**config.mk**
```make
export PLATFORM = sky130hd
export DESIGN_NAME = id_ex_stage
export DESIGN_NICKNAME = d
export VERILOG_FILES = /design/src/rtl/pipeline_pkg.sv /design/src/rtl/load_use_detect.sv /design/src/rtl/id_ex_stage.sv
export SDC_FILE = /design/constraint.sdc
export NUM_CORES = 1
export LEC_CHECK = 0
export CAP_MARGIN = 20
export CORE_ASPECT_RATIO = 0.7
export CORE_MARGIN = 5
export CORE_UTILIZATION = 40
export DETAILED_ROUTE_END_ITERATION = 10
export PLACE_DENSITY = 0.77
export SLEW_MARGIN = 20
export SYNTH_ARGS = -nofsm -noshare
export SYNTH_HDL_FRONTEND = slang
export SYNTH_SLANG_ARGS = --single-unit
```
**constraint.sdc**
```tcl
create_clock -name clk -period 1.3 [get_ports clk]
set_clock_uncertainty 0.15 [all_clocks]
set_input_delay 0.26 -clock clk [delete_from_list [all_inputs] [get_ports clk]]
set_output_delay 0.26 -clock clk [all_outputs]
set_load 0.01 [all_outputs]
```
**src/rtl/pipeline_pkg.sv**
```systemverilog
// rtl/pipeline_pkg.sv - shared pipeline types: ALUOp encodings, control bundle, bubble constant
package pipeline_pkg;

  localparam logic [1:0] ALUOP_MEM    = 2'b00;
  localparam logic [1:0] ALUOP_BRANCH = 2'b01;
  localparam logic [1:0] ALUOP_RTYPE  = 2'b10;

  // Control bundle produced by the main decoder, carried down the pipe as a unit
  typedef struct packed {
    logic       reg_dst;
    logic       branch;
    logic       mem_read;
    logic       mem_to_reg;
    logic       mem_write;
    logic       alu_src;
    logic       reg_write;
    logic [1:0] alu_op;
  } ctrl_t;

  localparam ctrl_t CTRL_BUBBLE = '0;

endpackage

```
**src/rtl/load_use_detect.sv**
```systemverilog
// rtl/load_use_detect.sv - combinational load-use hazard check between EX and ID
module load_use_detect
  import pipeline_pkg::*;
#(
  parameter int REG_ADDR_W = 5
) (
  input  logic                  i_ex_valid,
  input  logic                  i_ex_mem_read,
  input  logic [REG_ADDR_W-1:0] i_ex_rt,
  input  logic                  i_id_valid,
  input  logic [REG_ADDR_W-1:0] i_id_rs,
  input  logic [REG_ADDR_W-1:0] i_id_rt,
  output logic                  o_luh
);

  // Both rs and rt are compared regardless of instruction format; $zero never carries a hazard
  assign o_luh = i_ex_valid & i_ex_mem_read & (i_ex_rt != '0) & i_id_valid &
                 ((i_ex_rt == i_id_rs) | (i_ex_rt == i_id_rt));

endmodule

```
**src/rtl/id_ex_stage.sv**
```systemverilog
// rtl/id_ex_stage.sv - ID/EX pipeline register with bubble insertion; HAZARD_DETECT_EN enables load-use detection
module id_ex_stage
  import pipeline_pkg::*;
#(
  parameter int DATA_W     = 32,
  parameter int REG_ADDR_W = 5
) (
  input  logic                  clk,
  input  logic                  rst_n,
  input  logic                  id_valid,
  input  logic [DATA_W-1:0]     id_pc_plus4,
  input  logic [DATA_W-1:0]     id_read_data1,
  input  logic [DATA_W-1:0]     id_read_data2,
  input  logic [DATA_W-1:0]     id_imm,
  input  logic [REG_ADDR_W-1:0] id_rs,
  input  logic [REG_ADDR_W-1:0] id_rt,
  input  logic [REG_ADDR_W-1:0] id_rd,
  input  logic [5:0]            id_funct,
  input  logic                  id_reg_dst,
  input  logic                  id_branch,
  input  logic                  id_mem_read,
  input  logic                  id_mem_to_reg,
  input  logic                  id_mem_write,
  input  logic                  id_alu_src,
  input  logic                  id_reg_write,
  input  logic [1:0]            id_alu_op,
  input  logic                  flush,
  input  logic                  ex_hold,
  output logic                  stall,
  output logic                  ex_valid,
  output logic [DATA_W-1:0]     ex_pc_plus4,
  output logic [DATA_W-1:0]     ex_read_data1,
  output logic [DATA_W-1:0]     ex_read_data2,
  output logic [DATA_W-1:0]     ex_imm,
  output logic [REG_ADDR_W-1:0] ex_rs,
  output logic [REG_ADDR_W-1:0] ex_rt,
  output logic [REG_ADDR_W-1:0] ex_rd,
  output logic [5:0]            ex_funct,
  output logic                  ex_reg_dst,
  output logic                  ex_branch,
  output logic                  ex_mem_read,
  output logic                  ex_mem_to_reg,
  output logic                  ex_mem_write,
  output logic                  ex_alu_src,
  output logic                  ex_reg_write,
  output logic [1:0]            ex_alu_op
);

  ctrl_t                 r_ctrl;
  logic                  r_valid;
  logic [DATA_W-1:0]     r_pc_plus4;
  logic [DATA_W-1:0]     r_read_data1;
  logic [DATA_W-1:0]     r_read_data2;
  logic [DATA_W-1:0]     r_imm;
  logic [REG_ADDR_W-1:0] r_rs;
  logic [REG_ADDR_W-1:0] r_rt;
  logic [REG_ADDR_W-1:0] r_rd;
  logic [5:0]            r_funct;

  ctrl_t w_id_ctrl;
  logic  w_luh;
  logic  w_load;
  logic  w_bubble;

  assign w_id_ctrl = {id_reg_dst, id_branch, id_mem_read, id_mem_to_reg,
                      id_mem_write, id_alu_src, id_reg_write, id_alu_op};

`ifdef HAZARD_DETECT_EN
  load_use_detect #(
    .REG_ADDR_W (REG_ADDR_W)
  ) u_load_use_detect (
    .i_ex_valid    (r_valid),
    .i_ex_mem_read (r_ctrl.mem_read),
    .i_ex_rt       (r_rt),
    .i_id_valid    (id_valid),
    .i_id_rs       (id_rs),
    .i_id_rt       (id_rt),
    .o_luh         (w_luh)
  );
`else
  assign w_luh = 1'b0;
`endif

  // Flush overrides hold; otherwise hold freezes everything, and a load-use turns the capture into a bubble
  assign w_load   = flush | ~ex_hold;
  assign w_bubble = flush | w_luh;
  assign stall    = ~flush & (ex_hold | w_luh);

  // Stage register: datapath fields always follow ID on a load; controls are zeroed for bubbles and non-valid slots
  always_ff @(posedge clk or negedge rst_n) begin
    if (!rst_n) begin
      r_ctrl       <= CTRL_BUBBLE;
      r_valid      <= 1'b0;
      r_pc_plus4   <= '0;
      r_read_data1 <= '0;
      r_read_data2 <= '0;
      r_imm        <= '0;
      r_rs         <= '0;
      r_rt         <= '0;
      r_rd         <= '0;
      r_funct      <= '0;
    end else if (w_load) begin
      r_pc_plus4   <= id_pc_plus4;
      r_read_data1 <= id_read_data1;
      r_read_data2 <= id_read_data2;
      r_imm        <= id_imm;
      r_rs         <= id_rs;
      r_rt         <= id_rt;
      r_rd         <= id_rd;
      r_funct      <= id_funct;
      if (w_bubble) begin
        r_ctrl  <= CTRL_BUBBLE;
        r_valid <= 1'b0;
      end else begin
        r_ctrl  <= id_valid ? w_id_ctrl : CTRL_BUBBLE;
        r_valid <= id_valid;
      end
    end
  end

  assign ex_valid      = r_valid;
  assign ex_pc_plus4   = r_pc_plus4;
  assign ex_read_data1 = r_read_data1;
  assign ex_read_data2 = r_read_data2;
  assign ex_imm        = r_imm;
  assign ex_rs         = r_rs;
  assign ex_rt         = r_rt;
  assign ex_rd         = r_rd;
  assign ex_funct      = r_funct;
  assign ex_reg_dst    = r_ctrl.reg_dst;
  assign ex_branch     = r_ctrl.branch;
  assign ex_mem_read   = r_ctrl.mem_read;
  assign ex_mem_to_reg = r_ctrl.mem_to_reg;
  assign ex_mem_write  = r_ctrl.mem_write;
  assign ex_alu_src    = r_ctrl.alu_src;
  assign ex_reg_write  = r_ctrl.reg_write;
  assign ex_alu_op     = r_ctrl.alu_op;

endmodule

```
### Yosys cells after proc, flatten, opt, wreduce, memory -nomap -nowiden

Cells that the tools add are included.

* bitwise gates (word level): 4
* multiplexer cells: 3

Operators by type and width (count)
* 9-bit two-way mux: 2
* 1-bit inverter: 2
* 1-bit bitwise AND: 1
* 1-bit two-way mux: 1
* 1-bit OR: 1

* output and inout port bits: 160
* input port bits: 163
* register bits after elaboration: 159

### Depth between registers and ports, before layout

Gate-level depths: netlist (run 1).

* depth after elaboration: 2
* mapped depth: 5
* depth with buffers taken out: 3

### Worst setup path after synthesis (run 1)

OpenSTA, ideal clock, no wires.

* path type: input to register
* start: input port flush
* end: register r_imm[18] (netlist: ex_imm[18])
* path slack: -79 ps
* stages on the path: 5
* arrival time: 1104 ps
* cell sequence: nand2b_1 -> buf_2 -> buf_8 -> buf_8 -> mux2_4

* cells in the longest elaborated chain, start to end: 1

RTL lines
* start, declared: line id_ex_stage.sv:27 `input logic flush,`
* 1-bit OR: line id_ex_stage.sv:85 `assign w_load = flush | ~ex_hold;`
* end signal, assigned: line id_ex_stage.sv:106 `r_imm <= id_imm;`
* end, declared: line id_ex_stage.sv:54 `logic [DATA_W-1:0] r_imm;`

No other way between the ends.
A chain may end at the register's enable or synchronous reset.

### Final worst setup path (run 1)

* start: register r_read_data2[14] (netlist: ex_read_data2[14])
* end: output port ex_read_data2[14]

RTL lines
* start, declared: line id_ex_stage.sv:53 `logic [DATA_W-1:0] r_read_data2;`
* start signal, assigned: line id_ex_stage.sv:105 `r_read_data2 <= id_read_data2;`
* end, declared: line id_ex_stage.sv:33 `output logic [DATA_W-1:0] ex_read_data2,`

No word-level cell between the ends.

==> metrics.json, run 1 <==
{
  "boundaryPins": 323,
  "cp_slowest_cell": "dfrtp_1",
  "die_width_um": 161,
  "synth.cell_area_mm2": 0.00636,
  "synth_mux_area_share_pct": 32.4,
  "detail_route.wl_per_cell_um": 20.1,
  "post_synthesis_compound_gate_area_fraction_pct": 1.34,
  "power.density_mw_per_mm2": 1190,
  "postRouteAntennaNets": 0,
  "run_status": "finished, violations left",
  "antenna_violations_before_repair": 0,
  "numPortBuffers": 322,
  "grt_pass1_vias": 5258,
  "viasPerCell": 4.65,
  "layout-area-overhead-vs-synth_pct": 79.4,
  "tightest_slew_ns": 0.384,
  "pwr-share-seq_pct": 41.5,
  "cap_viol_max_count": 0,
  "stage_delay_of_the_slowest_cell_on_the_critical_path_ns": 0.41,
  "p_leak_nw": 5.62,
  "core_area_mm2": 0.0155,
  "grt.total_usage_pct": 20.8,
  "grt_setup_unrepaired": "true",
  "synth_nets": 506,
  "worst_skew_pair.late_latency_ns": 0.41,
  "die-area_mm2": 0.0186,
  "synth-seq-cells": 159,
  "place_congestion": 0.751,
  "synth_xor_area_share_pct": 0,
  "num_vias": 4789,
  "min_period_over_period_pct": 107,
  "finalWirelength_mm": 20.8,
  "synth_area_per_cell_um2": 18.5,
  "synth.yosys.seq_area_share_pct": 62.5,
  "cts_buf_count": 17,
  "maximum_number_of_pins_on_one_net_before_global_route_repair": 48,
  "synth_cells": 343,
  "required_ns": 0.89,
  "crit_type": "register to output pin",
  "min_path_type": "input port to register",
  "cts.clk_slew.worst_paths_ns": 0.07,
  "clock_path_buffers": 2,
  "crit_buf_inv": 1,
  "maximum_net_fanout_on_the_critical_path": 2,
  "grt-ovfl-total": 0,
  "timing.slew.headroom_pct": 74.3,
  "timing.critical_path.max_delay_family": "flip-flops",
  "wire_length_of_the_first_global_routing_pass_mm": 29.6,
  "nets": 981,
  "drc_errors": 0,
  "startpoint_types": "register",
  "initial_utilization_pct": 40.9,
  "worstPathArrival_ns": 0.98,
  "share_comb_of_total_power_pct": 21.9,
  "die_height_um": 116,
  "drt_pre_antenna_iters": 4,
  "finalSetupViolCount": 159,
  "violations": "setup timing",
  "layout_setup_ws_ns": -0.0870,
  "synth_simple_gate_area_share_pct": 0.433,
  "insertedDiodeCount": 0,
  "cts-root-buf": "clkbuf_16",
  "p_sw_share_pct": 24.6,
  "p_int_w": 0.0102,
  "yosys_warnings": 0,
  "synth_cell_type_count": 16,
  "hold_slack_ns": 0.0953,
  "hold_viol_final": 0,
  "combinational_family_with_the_most_area_after_synthesis": "multiplexers",
  "cts_tree": "done",
  "cts.htree.levels": 4,
  "timing.final.max_slew_violations": 0,
  "f_max_ghz": 0.721,
  "cts.sink_count": 159,
  "place.detailed.hpwl_mm": 14.4,
  "net-switching-power_w": 0.00334,
  "final_layout_size_suffix_gt1_share_pct": 59.6,
  "time_the_final_worst_path_needs_with_i_o_delays_and_setup_ns": 1.39,
  "clockPowerShare_pct": 36.6,
  "peakVddDrop_v": 0.000877,
  "tns_ns": -8.15,
  "critical_path.endpoint_type": "output pin",
  "yosys.area_share.adder_pct": 0,
  "rows": 38,
  "initialDrtViolationCount": 214,
  "list_of_cells_traversed_by_the_critical_path": "buf_6"
}
[repair_timing]
action	in CTS	in global routing
endpoints found under the hold margin	159	0
gates resized for setup	730	28
endpoints found under the setup margin	306	195
cloned	1	5
hold buffers	1	0
setup buffers	55	43
[cells by family after synthesis]
family / count (synthesis)
buf+inv: 20
compound gates: 9
simple gates: 5
mux: 150
flops: 159
[routing by layer]
layer | GRT usage (%) | routed length, um | share of wire (%) | vias to the layer above
li1 | - | - | - | 2173
met1 | 23.0 | 7850 | 38 | 2366
met2 | 36.2 | 10500 | 50 | 219
met3 | 9.99 | 2040 | 9.8 | 31
met4 | 6.31 | 394 | 1.9 | 0
met5 | 0 | 0 | 0 | -
[stage by stage]
stage	power [W]	instance area (um^2)	util, %	setup WS (ns)	cells
CTS	0.0134	10800	69.6	-0.0999	984
detailed placement	0.00835	10100	65.2	-0.649	895
global route	0.0141	11400	73.4	-0.130	1031
floorplan	0.00662	6430	-	-0.0523	343
global placement	0.00827	10100	65.2	-0.617	895
finish	0.0136	11400	73.4	-0.0870	1031
[worst reg2reg max path, stage by stage (launching register included)]
cell	delay [ns]
dfrtp_1	0.39
buf_4	0.14
buf_4	0.13
buf_4	0.12
mux2_4	0.26
[cells in the final DEF, fill, tap and decap left out, types with 3 or more instances in the layout]
cell type and count:
a32o_1 8, buf_12 6, buf_16 5, buf_2 70, buf_4 130, buf_6 95, clkbuf_16 22, clkdlybuf4s50_1 159
clkinv_2 3, dfrtp_1 159, inv_6 3, mux2_2 49, mux2_4 100
[cell type report]
class                      count  area [um^2]
fill                         956         4130
clock inverter                12          134
multi-input combinational    164         2190
tap                          200          250
timing repair buffer         474         4410
inverter                       2         7.51
sequential                   159         3980
clock buffer                  20          447
[power by group through the flow]
stage | logic (W) | clock network (W) | registers (W)
after CTS | 0.00274 | 0.00503 | 0.00561
after floorplan | 0.000779 | 0 | 0.00584
after global routing | 0.00314 | 0.00526 | 0.00568
after detailed placement | 0.00268 | 0 | 0.00567
final | 0.00297 | 0.00497 | 0.00563
after global placement | 0.00262 | 0 | 0.00565
[cell usage after synthesis]
library cell  count  share of area (%)
mux2_2           49                8.7
a21oi_1           1              0.079
nor2_1            1              0.059
inv_2             1              0.059
nand3b_1          1               0.12
a32o_1            8                1.3
inv_1             1              0.059
mux2_4          100                 24
nand2_1           1              0.059
buf_1             1              0.059
nand2b_1          1              0.098
dfrtp_1         159                 63
buf_8            11                2.6
mux2i_1           1               0.16
nor2b_1           1              0.098
buf_2             6               0.47
[final timing paths]
| path | cells past startpoint | end | slack, ns | start |
|---|---|---|---|---|
| max | 1 | ex_read_data2[14] | -0.09 | ex_read_data2[14] |
| min reg2reg | 1 | ex_reg_write | 0.34 | ex_reg_write |
| min | 3 | ex_mem_read | 0.1 | flush |
| min in group asynchronous | 2 | ex_imm[15] | 0.12 | rst_n |
| max in group asynchronous | 3 | ex_read_data2[23] | 0.34 | rst_n |
| max reg2reg | 4 | ex_pc_plus4[12] | 0 | ex_pc_plus4[12] |
(Power assumes the default switching activity.)
==> run 2, diff against run 1 <==
Settings changed: CORE_UTILIZATION 40 to 36, PLACE_DENSITY 0.77 to 0.73.
Clock period 1.3 ns to 1.2 ns, I/O delays scaled along.
==> run 2 against run 1 <==
The run still ends with setup timing left. Die area is 10% higher. Sequential share of layout area is 0.80 points lower. Setup slack worse by 0.10 ns. Utilization is 5.8 points lower. Critical path depth stayed put. Power is 10% higher. Combinational power is 11% higher. Register-to-register slack worse by 0.09 ns. Global-route usage is 1.1 points lower. Largest cell class unchanged.
==> metrics.json, run 2 (synthesis gave the netlist of run 1 again) <==
{
  "layout_setup_ws_ns": -0.188,
  "clock_path_buffers": 2,
  "cap_viol_max_count": 0,
  "detail_route.wl_per_cell_um": 19.3,
  "rows": 40,
  "worst_skew_pair.late_latency_ns": 0.42,
  "cts_buf_count": 17,
  "boundaryPins": 323,
  "cts-root-buf": "clkbuf_16",
  "hold_viol_final": 0,
  "min_path_type": "input port to asynchronous set/reset pin",
  "die_width_um": 169,
  "postRouteAntennaNets": 0,
  "maximum_net_fanout_on_the_critical_path": 2,
  "cts.sink_count": 159,
  "cp_slowest_cell": "dfrtp_1",
  "cts.htree.levels": 4,
  "tightest_slew_ns": 0.351,
  "power.density_mw_per_mm2": 1280,
  "r2r-start": "ex_read_data2[8]",
  "initial_utilization_pct": 36.8,
  "finalNonFillerCells": 1087,
  "place.detailed.hpwl_mm": 14.5,
  "place_ws_ns": -0.681,
  "die-area_mm2": 0.0205,
  "grt_setup_unrepaired": "true",
  "startpoint_types": "register",
  "drt_pre_antenna_iters": 4,
  "viasPerCell": 4.53,
  "cts.clk_slew.worst_paths_ns": 0.07,
  "required_ns": 0.81,
  "layout-area-overhead-vs-synth_pct": 83.7,
  "crit_type": "register to output pin",
  "maximum_number_of_pins_on_one_net_before_global_route_repair": 40,
  "initialDrtViolationCount": 185,
  "stage_delay_of_the_slowest_cell_on_the_critical_path_ns": 0.42,
  "grt-ovfl-total": 0,
  "min_period_over_period_pct": 116,
  "nets": 1006,
  "die_height_um": 121,
  "f_max_ghz": 0.720,
  "timing.final.max_slew_violations": 0,
  "finalSetupViolCount": 168,
  "mostFrequentLayoutCells": "dfrtp_1 (159), clkdlybuf4s50_1 (159), buf_4 (140)",
  "cts_tree": "done",
  "insertedDiodeCount": 0,
  "violations": "setup timing",
  "run_status": "finished, violations left",
  "grt.total_usage_pct": 19.8,
  "list_of_cells_traversed_by_the_critical_path": "buf_2",
  "place_congestion": 0.823,
  "p_leak_nw": 5.76,
  "timing.slew.headroom_pct": 76.5,
  "critical_path.endpoint_type": "output pin",
  "worstPathArrival_ns": 1.00,
  "final_layout_size_suffix_gt1_share_pct": 60.7,
  "core_area_mm2": 0.0173,
  "reg2reg_setup_slack_ns": -0.09,
  "time_the_final_worst_path_needs_with_i_o_delays_and_setup_ns": 1.39,
  "grt_pass1_vias": 5486,
  "numPlacedInstances": 951,
  "cp-startpoint": "ex_read_data1[28]",
  "hold_slack_ns": 0.0930,
  "drc_errors": 0,
  "numPortBuffers": 322,
  "timing.critical_path.max_delay_family": "flip-flops",
  "crit_buf_inv": 1,
  "wire_length_of_the_first_global_routing_pass_mm": 31.0,
  "finalWirelength_mm": 21.0,
  "antenna_violations_before_repair": 0,
  "num_vias": 4920,
  "peakVddDrop_v": 0.000842
}
==> run 2: changes by cell type in the layout (fill, tap and decap cells not counted), sizes merged <==
cell / before / now
clkinv: 5 / 3
clkinvlp: 2 / 3
inv: 5 / 7
clkbuf: 26 / 20
dlygate4sd3: 1 / 2
buf: 307 / 336
==> run 2: layout make-up <==
cell class | instances | area (um^2)
repair buffers | 499 | 4620
inverters | 2 | 7.51
multi-input cells | 164 | 2190
fillers | 1187 | 5580
well taps | 231 | 289
clock buffers | 19 | 443
clock inverters | 13 | 154
flip-flops and latches | 159 | 3980
==> run 2: metal layers <==
metal | vias to the layer above | GRT usage [%] | part of all wire (%)
met4 | 0 | 6.54 | 2.1
met5 | - | 0 | 0
met2 | 238 | 32.8 | 48
met3 | 31 | 7.95 | 9.2
met1 | 2429 | 23.5 | 40
li1 | 2222 | - | -
==> run 2: stage by stage <==
stage / instance area (um^2) / utilization [%] / TNS [ns] / power, W
after global placement: 10400 / 60.3 / -110.29 / 0.00910
after CTS: 11300 / 65.3 / -25.42 / 0.0149
after global routing: 11700 / 67.7 / -29.14 / 0.0155
after detailed placement: 10400 / 60.3 / -110.58 / 0.00917
after floorplan: 6430 / - / -16.07 / 0.00717
final: 11700 / 67.7 / -22.29 / 0.0150
==> run 2: worst paths after layout <==
check / to / depth (start not counted)
hold reg to reg: ex_pc_plus4[31] / 1
max in group asynchronous: ex_read_data1[0] / 3
min in group clk: ex_mem_read / 4
hold / removal: ex_read_data1[23] / 2
setup reg to reg: ex_read_data2[8] / 4
setup / recovery: ex_read_data1[28] / 1
==> run 2: what timing repair did <==
action	in CTS	in global routing
endpoints found under the hold margin	161	0
hold buffers	2	0
setup buffers	65	34
cloned	6	1
pin swaps	0	0
resized for setup	729	29
endpoints found under the setup margin	317	176
==> run 2: where the power goes <==
group          leakage [nW]  switching [W]  internal (W)
Clock                 0.284        0.00238       0.00317
Sequential             1.87       0.000292       0.00580
Combinational          3.60        0.00110       0.00221
